`src/rtl/hi_lo_unit.sv`:
```
// hi_lo_unit: iterative multiply/divide engine that owns the HI/LO registers.
// Shift-add multiply and restoring divide, one bit per cycle, with a final
// sign-fixup cycle before HI/LO are written.
module hi_lo_unit #(
   parameter int unsigned WIDTH = 32
) (
   input  logic             clk,
   input  logic             reset,
   input  logic             start,
   input  logic [2:0]       op,
   input  logic [WIDTH-1:0] a,
   input  logic [WIDTH-1:0] b,
   output logic             busy,
   output logic             done,
   output logic [WIDTH-1:0] hi,
   output logic [WIDTH-1:0] lo
);

   localparam int unsigned CW = (WIDTH > 1) ? $clog2(WIDTH) : 1;

   localparam logic [2:0] OpMult  = 3'd0;
   localparam logic [2:0] OpMultu = 3'd1;
   localparam logic [2:0] OpDiv   = 3'd2;
   localparam logic [2:0] OpDivu  = 3'd3;
   localparam logic [2:0] OpMthi  = 3'd4;
   localparam logic [2:0] OpMtlo  = 3'd5;

   typedef enum logic [1:0] {StIdle, StCalc, StFix} state_e;

   state_e             state_q, state_d;
   logic [CW-1:0]      cnt_q, cnt_d;
   // Multiply: {partial product, remaining multiplier}. Divide: {remainder, quotient}.
   logic [2*WIDTH-1:0] acc_q, acc_d;
   logic [WIDTH-1:0]   opnd_q, opnd_d;   // |multiplicand| or |divisor|
   logic [WIDTH-1:0]   orig_a_q, orig_a_d; // unmodified dividend for divide-by-zero
   logic               is_div_q, is_div_d;
   logic               neg_res_q, neg_res_d;
   logic               neg_rem_q, neg_rem_d;
   logic [WIDTH-1:0]   hi_q, hi_d;
   logic [WIDTH-1:0]   lo_q, lo_d;
   logic               done_q, done_d;

   logic               is_signed;
   logic [WIDTH-1:0]   abs_a, abs_b;
   logic [WIDTH:0]     mul_sum;
   logic [2*WIDTH-1:0] mul_next;
   logic [WIDTH:0]     rem_sh, rem_diff;
   logic [2*WIDTH-1:0] div_next;
   logic [2*WIDTH-1:0] prod_fix;
   logic [WIDTH-1:0]   quo_fix, rem_fix;

   // Operand magnitudes and one iteration of each datapath.
   always_comb begin
      is_signed = (op == OpMult) || (op == OpDiv);
      abs_a     = (is_signed && a[WIDTH-1]) ? -a : a;
      abs_b     = (is_signed && b[WIDTH-1]) ? -b : b;

      mul_sum  = {1'b0, acc_q[2*WIDTH-1:WIDTH]} + (acc_q[0] ? {1'b0, opnd_q} : '0);
      mul_next = {mul_sum, acc_q[WIDTH-1:1]};

      rem_sh   = {acc_q[2*WIDTH-1:WIDTH], acc_q[WIDTH-1]};
      rem_diff = rem_sh - {1'b0, opnd_q};
      // Borrow out of the trial subtract means the divisor did not fit.
      div_next = rem_diff[WIDTH] ? {rem_sh[WIDTH-1:0], acc_q[WIDTH-2:0], 1'b0}
                                 : {rem_diff[WIDTH-1:0], acc_q[WIDTH-2:0], 1'b1};

      prod_fix = neg_res_q ? -acc_q : acc_q;
      quo_fix  = neg_res_q ? -acc_q[WIDTH-1:0] : acc_q[WIDTH-1:0];
      rem_fix  = neg_rem_q ? -acc_q[2*WIDTH-1:WIDTH] : acc_q[2*WIDTH-1:WIDTH];
   end

   // FSM next-state, operand capture and HI/LO write selection.
   always_comb begin
      state_d   = state_q;
      cnt_d     = cnt_q;
      acc_d     = acc_q;
      opnd_d    = opnd_q;
      orig_a_d  = orig_a_q;
      is_div_d  = is_div_q;
      neg_res_d = neg_res_q;
      neg_rem_d = neg_rem_q;
      hi_d      = hi_q;
      lo_d      = lo_q;
      done_d    = 1'b0;

      unique case (state_q)
         StIdle: begin
            if (start) begin
               case (op)
                  OpMthi: hi_d = a;
                  OpMtlo: lo_d = a;
                  OpMult, OpMultu, OpDiv, OpDivu: begin
                     is_div_d  = op[1];
                     orig_a_d  = a;
                     neg_res_d = is_signed && (a[WIDTH-1] ^ b[WIDTH-1]);
                     neg_rem_d = is_signed && a[WIDTH-1];
                     cnt_d     = '0;
                     state_d   = StCalc;
                     if (op[1]) begin
                        acc_d  = {{WIDTH{1'b0}}, abs_a};
                        opnd_d = abs_b;
                     end else begin
                        acc_d  = {{WIDTH{1'b0}}, abs_b};
                        opnd_d = abs_a;
                     end
                  end
                  default: ;
               endcase
            end
         end
         StCalc: begin
            acc_d = is_div_q ? div_next : mul_next;
            cnt_d = cnt_q + 1'b1;
            if (cnt_q == CW'(WIDTH - 1)) begin
               state_d = StFix;
            end
         end
         StFix: begin
            if (!is_div_q) begin
               hi_d = prod_fix[2*WIDTH-1:WIDTH];
               lo_d = prod_fix[WIDTH-1:0];
            end else if (opnd_q == '0) begin
               hi_d = orig_a_q;
               lo_d = '1;
            end else begin
               hi_d = rem_fix;
               lo_d = quo_fix;
            end
            done_d  = 1'b1;
            cnt_d   = '0;
            state_d = StIdle;
         end
         default: state_d = StIdle;
      endcase
   end

   // State register; reset discards any in-flight operation.
   always_ff @(posedge clk or posedge reset) begin
      if (reset) begin
         state_q   <= StIdle;
         cnt_q     <= '0;
         acc_q     <= '0;
         opnd_q    <= '0;
         orig_a_q  <= '0;
         is_div_q  <= 1'b0;
         neg_res_q <= 1'b0;
         neg_rem_q <= 1'b0;
         hi_q      <= '0;
         lo_q      <= '0;
         done_q    <= 1'b0;
      end else begin
         state_q   <= state_d;
         cnt_q     <= cnt_d;
         acc_q     <= acc_d;
         opnd_q    <= opnd_d;
         orig_a_q  <= orig_a_d;
         is_div_q  <= is_div_d;
         neg_res_q <= neg_res_d;
         neg_rem_q <= neg_rem_d;
         hi_q      <= hi_d;
         lo_q      <= lo_d;
         done_q    <= done_d;
      end
   end

   assign busy = (state_q != StIdle);
   assign done = done_q;
   assign hi   = hi_q;
   assign lo   = lo_q;

endmodule

```
`config.mk`:
```
export PLATFORM = sky130hd
export DESIGN_NAME = hi_lo_unit
export DESIGN_NICKNAME = d
export VERILOG_FILES = /design/src/rtl/hi_lo_unit.sv
export SDC_FILE = /design/constraint.sdc
export NUM_CORES = 1
export LEC_CHECK = 0
export CORE_UTILIZATION = 60
export CTS_CLUSTER_SIZE = 14
export DETAILED_ROUTE_END_ITERATION = 8
export DONT_BUFFER_PORTS = 1
export PLACE_DENSITY_LB_ADDON = 0.12
export SETUP_SLACK_MARGIN = 0.2
export SLEW_MARGIN = 20
export SYNTH_ARGS = -nofsm -noshare
export SYNTH_HDL_FRONTEND = slang
export SYNTH_SLANG_ARGS = --single-unit
```
`constraint.sdc`:
```
create_clock -name clk -period 9.4 [get_ports clk]
set_clock_uncertainty 0.1 [all_clocks]
set_input_delay 2.35 -clock clk [delete_from_list [all_inputs] [get_ports clk]]
set_output_delay 2.35 -clock clk [all_outputs]
set_load 0.02 [all_outputs]
```
== Word level (Yosys, flattened, before mapping) ==
Index checks and enable logic that the tools add are counted.

* Output and inout bits: 66
* Flip-flop bits (word level): 203

* Eq/ne operators: 13
* Add/subtract/negate cells: 8
* Bitwise operators: 1
* Reduce and logical (&&, ||, !) cells: 18
* Muxes and demuxes: 31

{| class="wikitable"
|+ Operators with widths
! kind !! count
|-
| two-way mux 32 bit || 15
|-
| two-way mux 64 bit || 5
|-
| negator 32 bit || 4
|-
| one-hot mux 32 bit (2 select lines) || 2
|-
| one-hot mux 64 bit (2 select lines) || 1
|-
| negator 64 bit || 1
|-
| adder 32 x 32 -> 33 bit || 1
|-
| subtractor 33 x 32 -> 33 bit || 1
|-
| zero test 32 bit || 1
|-
| AND reduction 3 bit || 6
|-
| one-hot mux 5 bit (3 select lines) || 1
|-
| two-way mux 5 bit || 2
|-
| == test 3 x 2 -> 1 bit, second input constant || 2
|-
| == test 3 bit, second input constant || 2
|-
| two-way mux 2 bit || 3
|-
| inequality test 2 x 1 -> 1 bit, second input constant || 3
|-
| nonzero test 2 bit || 3
|-
| adder 5 x 1 -> 5 bit, second input constant || 1
|-
| == test 5 bit, second input constant || 1
|-
| inequality test 2 bit, second input constant || 2
|-
| one-hot mux 2 bit (2 select lines) || 1
|-
| OR reduction 4 bit || 1
|-
| == test 3 x 1 -> 1 bit, second input constant || 1
|-
| logical AND 1 bit || 3
|-
| 8 further kinds || 8
|}

== Longest topological paths before layout ==
* Depth after elaboration: 8
* Gate-level depth with buffers: 14
* Gate-level depth less buffers: 13

== Least setup slack after synthesis ==
OpenSTA, ideal clock, no wires.

* Path kind: input to register
* Start: input b[3]
* End: register acc_q[29]
* Arrival: 4.796 ns
* Stages: 8
* Slack: 4.378 ns
* Path through: or3_1 > or4_1 > or4_1 > nand2b_1 > o41ai_2 > xor2_1 > o21ai_0 > a221o_1

* Cells in the longest elaborated chain, start to end: 6

{| class="wikitable"
|+ Ends and longest elaborated chain
! element !! line !! RTL
|-
| start, declared || 12 || <nowiki>input logic [WIDTH-1:0] b,</nowiki>
|-
| negator 32 bit || 56 || <nowiki>abs_b = (is_signed && b[WIDTH-1]) ? -b : b;</nowiki>
|-
| two-way mux 32 bit || 56 ||
|-
| two-way mux 32 bit || 99 || <nowiki>if (op[1]) begin</nowiki>
|-
| two-way mux 64 bit || 89 || <nowiki>case (op)</nowiki>
|-
| two-way mux 64 bit || 88 || <nowiki>if (start) begin</nowiki>
|-
| one-hot mux 64 bit (2 select lines) || 86 || <nowiki>unique case (state_q)</nowiki>
|-
| end signal, assigned || 142 || <nowiki>acc_q <= '0;</nowiki>
|-
| end signal, assigned || 154 || <nowiki>acc_q <= acc_d;</nowiki>
|-
| end, declared || 33 || <nowiki>logic [2*WIDTH-1:0] acc_q, acc_d;</nowiki>
|}

No other way between the ends. The select of a mux whose other input is x is not followed.
A chain may end at the register's enable or synchronous reset.

== Final worst setup path ==
Ends and elaborated chain as after synthesis.

==> impl_metrics.toml <==
[run_status]
status = "completed"

[pwr]
p_total_mw = 6.76
ir_drop_mv = 0.261
cellLeakagePower_nw = 7.74
power_density_nw_per_um2 = 372

[clock_network]
clkTransAtPathRegs_ps = 60
tritoncts = "done"
cts_resized = 0
htree_num_levels = 1
cts_setup_buffers = 0
cts_root_buffer = "clkbuf_16"
clk_path_buf_depth = 3
cts.sinks = 203
clk_latency_ps = 570
cts_hold_buf = 0
cts_made_buffers = 25

[cells_and_area]
stdcell_count = 2483
fin_area_um2 = 18200
nFillCells = 2534
area_growth_pct = 5.11
drive_gt1_share_pct = 7.18
final_nets = 2230

[placed_design]
place_inst = 2435
dpl_cell_area_um2 = 17300
gp_congestion = 1.00
dp_slack_ps = 4090
dp_hpwl_um = 45400
numPortBuffers = 0

[timing]
drv_slew = 0
totalNegativeSetupSlack_ps = 0
fmax_mhz = 208
max_slew_margin_pct = 26.1
setup_viol = 0
final.setup.worst_slack_ps = 4600
rsz0062_at_grt = "false"
fin_crit_ps = 4800
fin_crit_sh_pct = 51.1
tightest_slew_ps = 1110
hold_viol = 0

[grt]
grt_overflow = 0
grt_max_degree = 136
grt_pass1_wl_um = 92200
grt_use_total_pct = 41.3
grt_pass1_vias = 15500
antenna_found_initial = 2

[detailed_routing]
dr_total_vias = 16800
viasPerCell = 6.76
routed_wl_um = 61100
detail_route.first_pass.iterations = 6
drtIter0Drc = 1927
antenna_left = 0
routedWlPerCell_um = 24.6
drc = 0

[floorplanning]
die_y_um = 172
num_io_pins = 136
fp-row-count = 61
dieArea_um2 = 29500
initial_utilization_pct = 61.6
die_w_um = 172
core_region_area_um2 = 28100

[setup_path]
slowest_delay_ps = 670
crit_required_ps = 9730
criticalPathCategory = "input pin to flop"
critPathMaxFanout = 6
crit_path_top_delay_cell = "or4_1"
path_cells = "or3_1 > or4_1 > or4_1 > nand2b_1 > o41ai_2 > xor2_1 > o21ai_0 > a221o_1"
cp.arrival_ps = 5130
crit_top_cell = "or4_1"
path_delay_family = "simple AND/OR/NAND/NOR gates"
r2r-start = "acc_q[48]"
critPathBufInv = 0
worst_setup_path_start_kind = "input pin"
endpoint_kind = "flop"
crit_start = "b[3]"

[synthesis]
syn_nets = 2344
synth_edf_count = 0
ys_seq_area_share_pct = 29.4
ys_warn_count = 0
async_flop_share_pct = 100
synth-seq-cells = 203
avgSynthCellArea_um2 = 7.87
synth_flop_cell = "dfrtp_1"
syn_inst = 2198
synth_area_um2 = 17300
synth.distinct_cells = 76

[worst_hold_path]
min_from = "orig_a_q[1]"
hold_path_class = "flop to flop"

[run]
drv_cap = 0
-- kinds of logic after synthesis --
group,synth area share (%)
compound gates,25.7
xor+xnor,9.37
fa+ha+maj,5.58
buf+inv,5.11
flops,29.4
mux,6.81
simple gates,18.1
-- final cells by class --
cell class | count | area (um2) | area share [%]
Multi-Input combinational cell | 1767 | 11400 | 62.6
Sequential cell | 203 | 5080 | 27.9
Clock buffer | 31 | 668 | 3.67
Tap cell | 378 | 473 | 2.60
Inverter | 70 | 270 | 1.49
Clock inverter | 15 | 180 | 0.991
Timing Repair Buffer | 17 | 128 | 0.702
Antenna cell | 2 | 5.00 | 0.0275
-- cells in the mapped netlist (28+ instances only) --
library cell  count  area [um2]
nand2_1         235         882
o21ai_0         232        1160
a21oi_1         203        1020
dfrtp_1         203        5080
nor2_1          184         691
clkbuf_1        132         495
xnor2_1         105         920
xor2_1           80         701
ha_1             74         926
inv_1            67         251
mux2i_1          57         571
mux2_2           54         608
o31ai_1          47         353
nand3_1          38         190
and3_1           37         231
nor3_1           32         160
a211oi_1         31         233
or3_1            28         175
-- per-layer routing --
layer | part of all wire [%] | up-vias | global-route usage [%]
li1 | - | 7735 | -
met1 | 41 | 7979 | 56.7
met2 | 43 | 941 | 61.8
met3 | 12 | 129 | 10.0
met4 | 4.3 | 2 | 17.0
met5 | 0.021 | - | 0
-- stage by stage --
step	hold slack, ps	utilization [%]
after detailed placement	366	61.7
after global placement	357	61.7
after floorplan	344	-
after CTS	376	64.7
final	379	64.7
after global routing	413	64.7
-- tightest hold or removal path: stages, from the launching register on --
cell	delay [ps]
dfrtp_1	340
nand2_1	40
o21ai_0	60
-- cell usage in the layout (no fill, tap or decap), drive strengths merged, types with 8 or more instances in the layout --
cell | synthesis | layout
a31oi | 13 | 13
nor4 | 23 | 23
o22ai | 26 | 26
a21o | 27 | 27
a21boi | 8 | 8
buf | 26 | 17
nand4 | 16 | 16
and3 | 37 | 37
nand3 | 38 | 38
xor2 | 80 | 80
o221ai | 9 | 9
o41ai | 17 | 17
ha | 74 | 74
a221o | 8 | 8
o211ai | 19 | 19
nand2 | 235 | 235
dfrtp | 203 | 203
nor2b | 11 | 11
a211oi | 31 | 31
o21a | 12 | 12
nand2b | 11 | 11
nor2 | 185 | 185
or2 | 14 | 14
mux2i | 57 | 57
a22oi | 18 | 18
inv | 68 | 69
xnor2 | 105 | 105
mux2 | 54 | 54
or3 | 28 | 28
or4 | 23 | 23
a21oi | 203 | 203
o31ai | 47 | 47
and2 | 8 | 8
o21ai | 235 | 235
nor3 | 33 | 33
clkbuf | 132 | 31
-- sequential cells by signal (all words and copies together), names as in the netlist, 2 cells and up --
register and flops:
state_q 2, opnd_q 32, acc_q 64, orig_a_q 32, cnt_q 5, hi 32, lo 32
-- report_power, final --
part | internal [mW] | switching [mW] | leakage (nW)
combinational | 1.48 | 2.24 | 4.82
sequential | 1.28 | 0.752 | 2.52
clock | 0.591 | 0.416 | 0.400
-- final timing paths --
check / end / slack, ps / depth (start not counted)
worst max-delay path: acc_q[29] / 4600 / 8
worst min-delay path: orig_a_q[1] / 380 / 2
worst max register to register: acc_q[60] / 4600 / 11
worst min register to register: orig_a_q[1] / 380 / 2
max in group asynchronous: is_div_q / 5780 / 2
min in group asynchronous: lo[3] / 1740 / 1
Note: power is estimated with default switching activity, not from simulation.
